==> src/rtl/layer17_bias_relu_acc_if.sv <==
// Stream bundle between the layer-17 adder trees / bias constants and the
// activation stage: psum beats in, one registered activation word out.
interface layer17_bias_relu_acc_if #(
   parameter int N  = 16,
   parameter int DW = 18
);
   logic [N*DW-1:0] bias;
   logic [N*DW-1:0] psum;
   logic            in_valid;
   logic            in_ready;
   logic [N*DW-1:0] out_data;
   logic            out_valid;
   logic            out_ready;
   logic            group_done;

   modport master (
      output bias, psum, in_valid, out_ready,
      input  in_ready, out_data, out_valid, group_done
   );

   modport slave (
      input  bias, psum, in_valid, out_ready,
      output in_ready, out_data, out_valid, group_done
   );
endinterface

==> src/rtl/layer17_bias_relu_acc.sv <==
// Layer-17 accumulate / bias-add / ReLU / saturate stage. N_PASS psum beats
// per group are summed onto the bias, then clamped into one activation word.

// One lane: accumulator plus the registered, clamped activation.
module l17_lane #(
   parameter int DW    = 18,
   parameter int ACC_W = 22,
   parameter bit RELU  = 1'b1
) (
   input  logic          clk,
   input  logic          rst_n,
   input  logic          accept,
   input  logic          first,
   input  logic          last,
   input  logic [DW-1:0] bias,
   input  logic [DW-1:0] psum,
   output logic [DW-1:0] out
);
   localparam logic signed [ACC_W-1:0] SMAX = ACC_W'((64'sd1 <<< (DW-1)) - 64'sd1);
   localparam logic signed [ACC_W-1:0] SMIN = ~SMAX;

   logic signed [ACC_W-1:0] acc_q, acc_d;
   logic signed [ACC_W-1:0] acc_nx, base, bias_x, psum_x, rl;
   logic        [DW-1:0]    out_q, out_d, sat;

   assign bias_x = {{(ACC_W-DW){bias[DW-1]}}, bias};
   assign psum_x = {{(ACC_W-DW){psum[DW-1]}}, psum};

   always_comb begin
      base   = first ? bias_x : acc_q;
      acc_nx = base + psum_x;
      rl     = (RELU && acc_nx < 0) ? '0 : acc_nx;
      if (rl > SMAX)      sat = SMAX[DW-1:0];
      else if (rl < SMIN) sat = SMIN[DW-1:0];
      else                sat = rl[DW-1:0];
      acc_d = accept ? acc_nx : acc_q;
      out_d = (accept && last) ? sat : out_q;
   end

   always_ff @(posedge clk or negedge rst_n) begin
      if (!rst_n) begin
         acc_q <= '0;
         out_q <= '0;
      end else begin
         acc_q <= acc_d;
         out_q <= out_d;
      end
   end

   assign out = out_q;
endmodule

module layer17_bias_relu_acc #(
   parameter int N_adder_tree = 16,
   parameter int DW           = 18,
   parameter int N_PASS       = 4,
   parameter int ACC_W        = 22,
   parameter bit RELU         = 1'b1
) (
   input logic                   clk,
   input logic                   rst_n,
   layer17_bias_relu_acc_if.slave bus
);
   localparam int CW = (N_PASS > 1) ? $clog2(N_PASS) : 1;

   typedef enum logic {ACC = 1'b0, OUT = 1'b1} state_t;

   state_t          state_q, state_d;
   logic [CW-1:0]   cnt_q, cnt_d;
   logic            accept, first, last;

   assign accept = bus.in_valid && (state_q == ACC);
   assign first  = (cnt_q == '0);
   assign last   = (cnt_q == CW'(N_PASS-1));

   always_comb begin
      state_d = state_q;
      cnt_d   = cnt_q;
      case (state_q)
         ACC: if (accept) begin
            if (last) begin
               cnt_d   = '0;
               state_d = OUT;
            end else begin
               cnt_d = cnt_q + CW'(1);
            end
         end
         OUT: if (bus.out_ready) state_d = ACC;
         default: state_d = ACC;
      endcase
   end

   always_ff @(posedge clk or negedge rst_n) begin
      if (!rst_n) begin
         state_q <= ACC;
         cnt_q   <= '0;
      end else begin
         state_q <= state_d;
         cnt_q   <= cnt_d;
      end
   end

   // Handshake outputs depend on state only, so in_ready never waits on in_valid.
   assign bus.in_ready   = (state_q == ACC);
   assign bus.out_valid  = (state_q == OUT);
   assign bus.group_done = (state_q == OUT) && bus.out_ready;

   for (genvar i = 0; i < N_adder_tree; i++) begin : g_lane
      l17_lane #(.DW(DW), .ACC_W(ACC_W), .RELU(RELU)) u_lane (
         .clk    (clk),
         .rst_n  (rst_n),
         .accept (accept),
         .first  (first),
         .last   (last),
         .bias   (bus.bias[DW*i +: DW]),
         .psum   (bus.psum[DW*i +: DW]),
         .out    (bus.out_data[DW*i +: DW])
      );
   end
endmodule

==> src/flat_wrapper.sv <==
// flat-port wrapper written by rule: the top's interface ports become plain ports
module layer17_bias_relu_acc_flat 
#(
   parameter int N_adder_tree = 16,
   parameter int DW           = 18,
   parameter int N_PASS       = 4,
   parameter int ACC_W        = 22,
   parameter bit RELU         = 1'b1
)
  (clk, rst_n, bus_bias, bus_psum, bus_in_valid, bus_out_ready, bus_in_ready, bus_out_data, bus_out_valid, bus_group_done);
  layer17_bias_relu_acc_if #(.N((16)), .DW(DW)) bus_i ();
  input logic clk;
  input logic rst_n;
  input wire logic [$bits(bus_i.bias)-1:0] bus_bias;
  input wire logic [$bits(bus_i.psum)-1:0] bus_psum;
  input wire logic [$bits(bus_i.in_valid)-1:0] bus_in_valid;
  input wire logic [$bits(bus_i.out_ready)-1:0] bus_out_ready;
  output wire logic [$bits(bus_i.in_ready)-1:0] bus_in_ready;
  output wire logic [$bits(bus_i.out_data)-1:0] bus_out_data;
  output wire logic [$bits(bus_i.out_valid)-1:0] bus_out_valid;
  output wire logic [$bits(bus_i.group_done)-1:0] bus_group_done;
  assign bus_i.bias = bus_bias;
  assign bus_i.psum = bus_psum;
  assign bus_i.in_valid = bus_in_valid;
  assign bus_i.out_ready = bus_out_ready;
  assign bus_in_ready = bus_i.in_ready;
  assign bus_out_data = bus_i.out_data;
  assign bus_out_valid = bus_i.out_valid;
  assign bus_group_done = bus_i.group_done;
  layer17_bias_relu_acc #(.N_adder_tree(N_adder_tree), .DW(DW), .N_PASS(N_PASS), .ACC_W(ACC_W), .RELU(RELU)) u_core (.clk(clk), .rst_n(rst_n), .bus(bus_i));
endmodule
==> config.mk <==
export PLATFORM = sky130hd
export DESIGN_NAME = layer17_bias_relu_acc_flat
export DESIGN_NICKNAME = d
export VERILOG_FILES = /design/src/rtl/layer17_bias_relu_acc_if.sv /design/src/rtl/layer17_bias_relu_acc.sv /design/src/flat_wrapper.sv
export SDC_FILE = /design/constraint.sdc
export NUM_CORES = 2
export LEC_CHECK = 0
export BUFFER_PORTS_ARGS = -buffer_cell sky130_fd_sc_hd__buf_2
export CORE_ASPECT_RATIO = 0.5
export CORE_UTILIZATION = 50
export DETAILED_ROUTE_END_ITERATION = 10
export MAX_ROUTING_LAYER = met4
export PLACE_DENSITY = 0.73
export SLEW_MARGIN = 20
export SYNTH_ARGS = -nofsm -noshare
export SYNTH_HDL_FRONTEND = slang
export SYNTH_SLANG_ARGS = --single-unit
export TNS_END_PERCENT = 50
==> constraint.sdc <==
create_clock -name clk -period 8.2 [get_ports clk]
set_input_delay 1.64 -clock clk [delete_from_list [all_inputs] [get_ports clk]]
set_output_delay 1.64 -clock clk [all_outputs]
set_load 0.05 [all_outputs]
==> reports/metrics.cfg <==
[pwr]
cellPowerDensity_mw_per_mm2 = 516
ir_drop_v = 0.000274
p_seq_frac = 0.203
leakage_uw = 0.0257
internal_power_uw = 13700
switching_share = 0.501
pwr-share-comb = 0.675
p_clk_frac = 0.121
p_switching_uw = 13800

[critical_path]
r2r_cells = 14
end_kind = flip-flop
startpoint = u_core.cnt_q[0]$_DFFE_PN0P_
worstPathArrival_ns = 6.26
startpoint_type = flip-flop
crit_end = u_core.g_lane[13].u_lane.out[4]$_DFFE_PN0P_
rr_endpoint = u_core.g_lane[13].u_lane.out[4]$_DFFE_PN0P_
regToRegSetupSlack_ns = 2.49
cp.required_ns = 8.75
critPathMaxFanout = 53
r2r-start = u_core.cnt_q[0]$_DFFE_PN0P_
critPathKind = reg2reg

[sta]
rsz0062_at_grt = no
whs_ns = 0.467
maxSlewViolCount = 0
max_slew_margin = 0.258
timing.final.hold_violations = 0
setup_ws_ns = 2.49
max_freq_mhz = 175
skew_ns = 0.0255
finalCritPeriodShare = 0.697
setup_violations = 0
fin_setup_tns_ns = 0
finalCriticalPeriod_ns = 5.71
worst_pin_slew_ns = 1.11

[die]
std_cell_rows = 77
fp.coreArea_mm2 = 0.0894
num_io_pins = 871
dieWidth_um = 429
fp.dieH_um = 216
initial_utilization = 0.511
die_area_mm2 = 0.0926

[place]
dpl_worst_slack_ns = 2.51
gp_congestion = 0.983
io_buffers = 870
dpl.hpwl_mm = 110

[grt]
grt_pass1_wl_mm = 229
grt_max_degree = 223
grt.overflow.total = 0
grtUsageTotal = 0.319
grt_pass1_vias = 41000
antenna_found_initial = 70

[hold_path]
hold_path.class = reg2reg
worstHoldStart = u_core.g_lane[0].u_lane.acc_q[7]$_DFFE_PN0P_
worstHoldPathCells = 2

[clock_tree]
cts_setup_buffers = 0
cts_tree = yes
hold_buffers = 0
clockBufferDepth = 3
clk_pin_slew_ns = 0.07
cts_resized = 0
cts-root-buf = clkbuf_16
cts_buffers = 66
cts_sinks = 643
clock_latency_ns = 0.67
htreeDepth = 3

[logic_synthesis]
synth_edf_count = 0
synth.avg_cell_area_um2 = 8.83
yosysWarnings = 0
ys.flop_type = dfrtp_1
ys_seq_area_frac = 0.352
synthArstFlopShare = 1.00
ys_types = 98
synth_seq_cells = 643
synthesis.area_mm2 = 0.0457
syn_nets = 6124
syn_inst = 5176

[detailed_routing]
drc = 0
routedWlPerCell_um = 20.4
viasPerCell = 5.82
first_iter_violations = 2945
num_vias = 41900
ant_nets = 0
routed_wl_mm = 147
drt_pass1_iterations = 10

[cells_and_area]
nets = 6856
drive_gt1_frac = 0.235
fill_cells = 7953
utilization = 0.597
area_growth_pct = 16.9

[job]
max_cap_viol_count = 0

[status]
status = finished, final reports clean

## sequential cells by signal, indices dropped and copies added, names as in the netlist
register / cells
u_core.cnt_q: 2
u_core.g_lane.u_lane.out: 288
u_core.bus.out_valid: 1
u_core.g_lane.u_lane.acc_q: 352
## worst min-delay path by stage
stage,end,slack (ns)
after floorplan,u_core.g_lane[15].u_lane.acc_q[0]$_DFFE_PN0P_,0.44
after global placement,u_core.g_lane[14].u_lane.out[2]$_DFFE_PN0P_,0.45
after detailed placement,u_core.g_lane[14].u_lane.out[12]$_DFFE_PN0P_,0.46
after CTS,u_core.g_lane[14].u_lane.out[12]$_DFFE_PN0P_,0.47
after global routing,u_core.g_lane[5].u_lane.out[17]$_DFFE_PN0P_,0.49
final,u_core.g_lane[0].u_lane.acc_q[7]$_DFFE_PN0P_,0.47
## cells in the mapped netlist, drive strengths merged, types with 37 or more instances
library cell	count	area (um^2)
nand2	833	3130
dfrtp	643	16100
o21ai	568	2850
a21oi	355	1790
ha	352	4400
mux2	288	3240
nor2	261	980
clkbuf	198	743
inv	191	717
xnor2	163	1430
xor2	140	1230
a21o	117	878
nor2b	83	522
a211oi	76	606
nor3	66	340
nand2b	60	375
nand3	53	265
and2	52	325
o221a	51	662
a31oi	48	300
o21bai	43	323
o211ai	42	315
buf	39	215
nand4	38	238
o21a	37	278
## worst max-delay path, stage by stage, from the launching register on
cell      delay [ns]
dfrtp_1         0.40
inv_1           0.12
ha_4            0.73
buf_4           0.43
mux2_2          0.39
ha_1            0.38
o21ai_0         0.14
o21ai_0         0.39
nand2_1         0.12
o31ai_1         0.53
a41oi_1         0.20
o211ai_1        0.24
xnor2_1         0.18
nand4b_1        0.77
o221a_2         0.57
## cell usage in the layout, fill, tap and decap left out, types with 14 or more instances in the layout
| cell | n |
|---|---|
| a211o_1 | 21 |
| a211oi_1 | 69 |
| a21o_1 | 117 |
| a21oi_1 | 351 |
| a221o_1 | 23 |
| a22o_1 | 32 |
| a31oi_1 | 47 |
| a32oi_1 | 17 |
| and2_1 | 51 |
| and3_1 | 32 |
| buf_2 | 869 |
| buf_4 | 25 |
| clkbuf_16 | 69 |
| dfrtp_1 | 643 |
| diode_2 | 62 |
| fa_1 | 16 |
| ha_1 | 351 |
| inv_1 | 191 |
| mux2_2 | 288 |
| nand2_1 | 831 |
| nand2b_1 | 60 |
| nand3_1 | 53 |
| nand4_1 | 38 |
| nor2_1 | 260 |
| nor2b_1 | 81 |
| nor3_1 | 64 |
| o211ai_1 | 42 |
| o21a_1 | 37 |
| o21ai_0 | 538 |
| o21ai_1 | 29 |
| o21bai_1 | 43 |
| o221a_2 | 31 |
| o31ai_1 | 18 |
| or2_2 | 14 |
| or3_1 | 20 |
| xnor2_1 | 163 |
| xor2_1 | 140 |
## routing by layer
metal | track usage | routed length (um) | share of wire | vias up
met1 | 0.386 | 61000 | 0.41 | 20300
met5 | - | 0 | 0 | -
met3 | 0.0400 | 6400 | 0.044 | 343
met2 | 0.523 | 72700 | 0.49 | 1241
li1 | - | - | - | 20100
met4 | 0.168 | 7150 | 0.049 | 0
## area by class of cell
| type | instances | area (um^2) | area share |
|---|---|---|---|
| Antenna cell | 62 | 155 | 0.00291 |
| Sequential cell | 643 | 16100 | 0.301 |
| Clock buffer | 86 | 1870 | 0.0350 |
| Tap cell | 1185 | 1480 | 0.0278 |
| Inverter | 191 | 717 | 0.0134 |
| Multi-Input combinational cell | 4105 | 28000 | 0.524 |
| Timing Repair Buffer | 901 | 4670 | 0.0875 |
| Clock inverter | 30 | 424 | 0.00794 |
## cell families after synthesis
kind of cell	after synthesis	share of synthesized area
flops	643	0.352
xor+xnor	307	0.0601
mux	298	0.0732
simple gates	1571	0.155
fa+ha+maj	368	0.103
compound gates	1561	0.219
buf+inv	428	0.0367
## power by group through the flow
stage               Combinational (uW)  Clock [uW]  Sequential [uW]
detailed placement               18400           0             5600
global route                     20400        3530             5750
floorplan                        12200           0             7540
global placement                 18000           0             5550
CTS                              18500        3410             5570
finish                           18600        3340             5590
## through the flow
stage,instances,cell area (um^2),total power (uW)
2_1_floorplan,5176,45700,19700
3_3_place_gp,7025,50900,23600
3_5_place_dp,7025,50900,24000
4_1_cts,7141,53200,27400
5_1_grt,7202,53400,29600
6_report,7203,53400,27500
(Power assumes the default switching activity.)
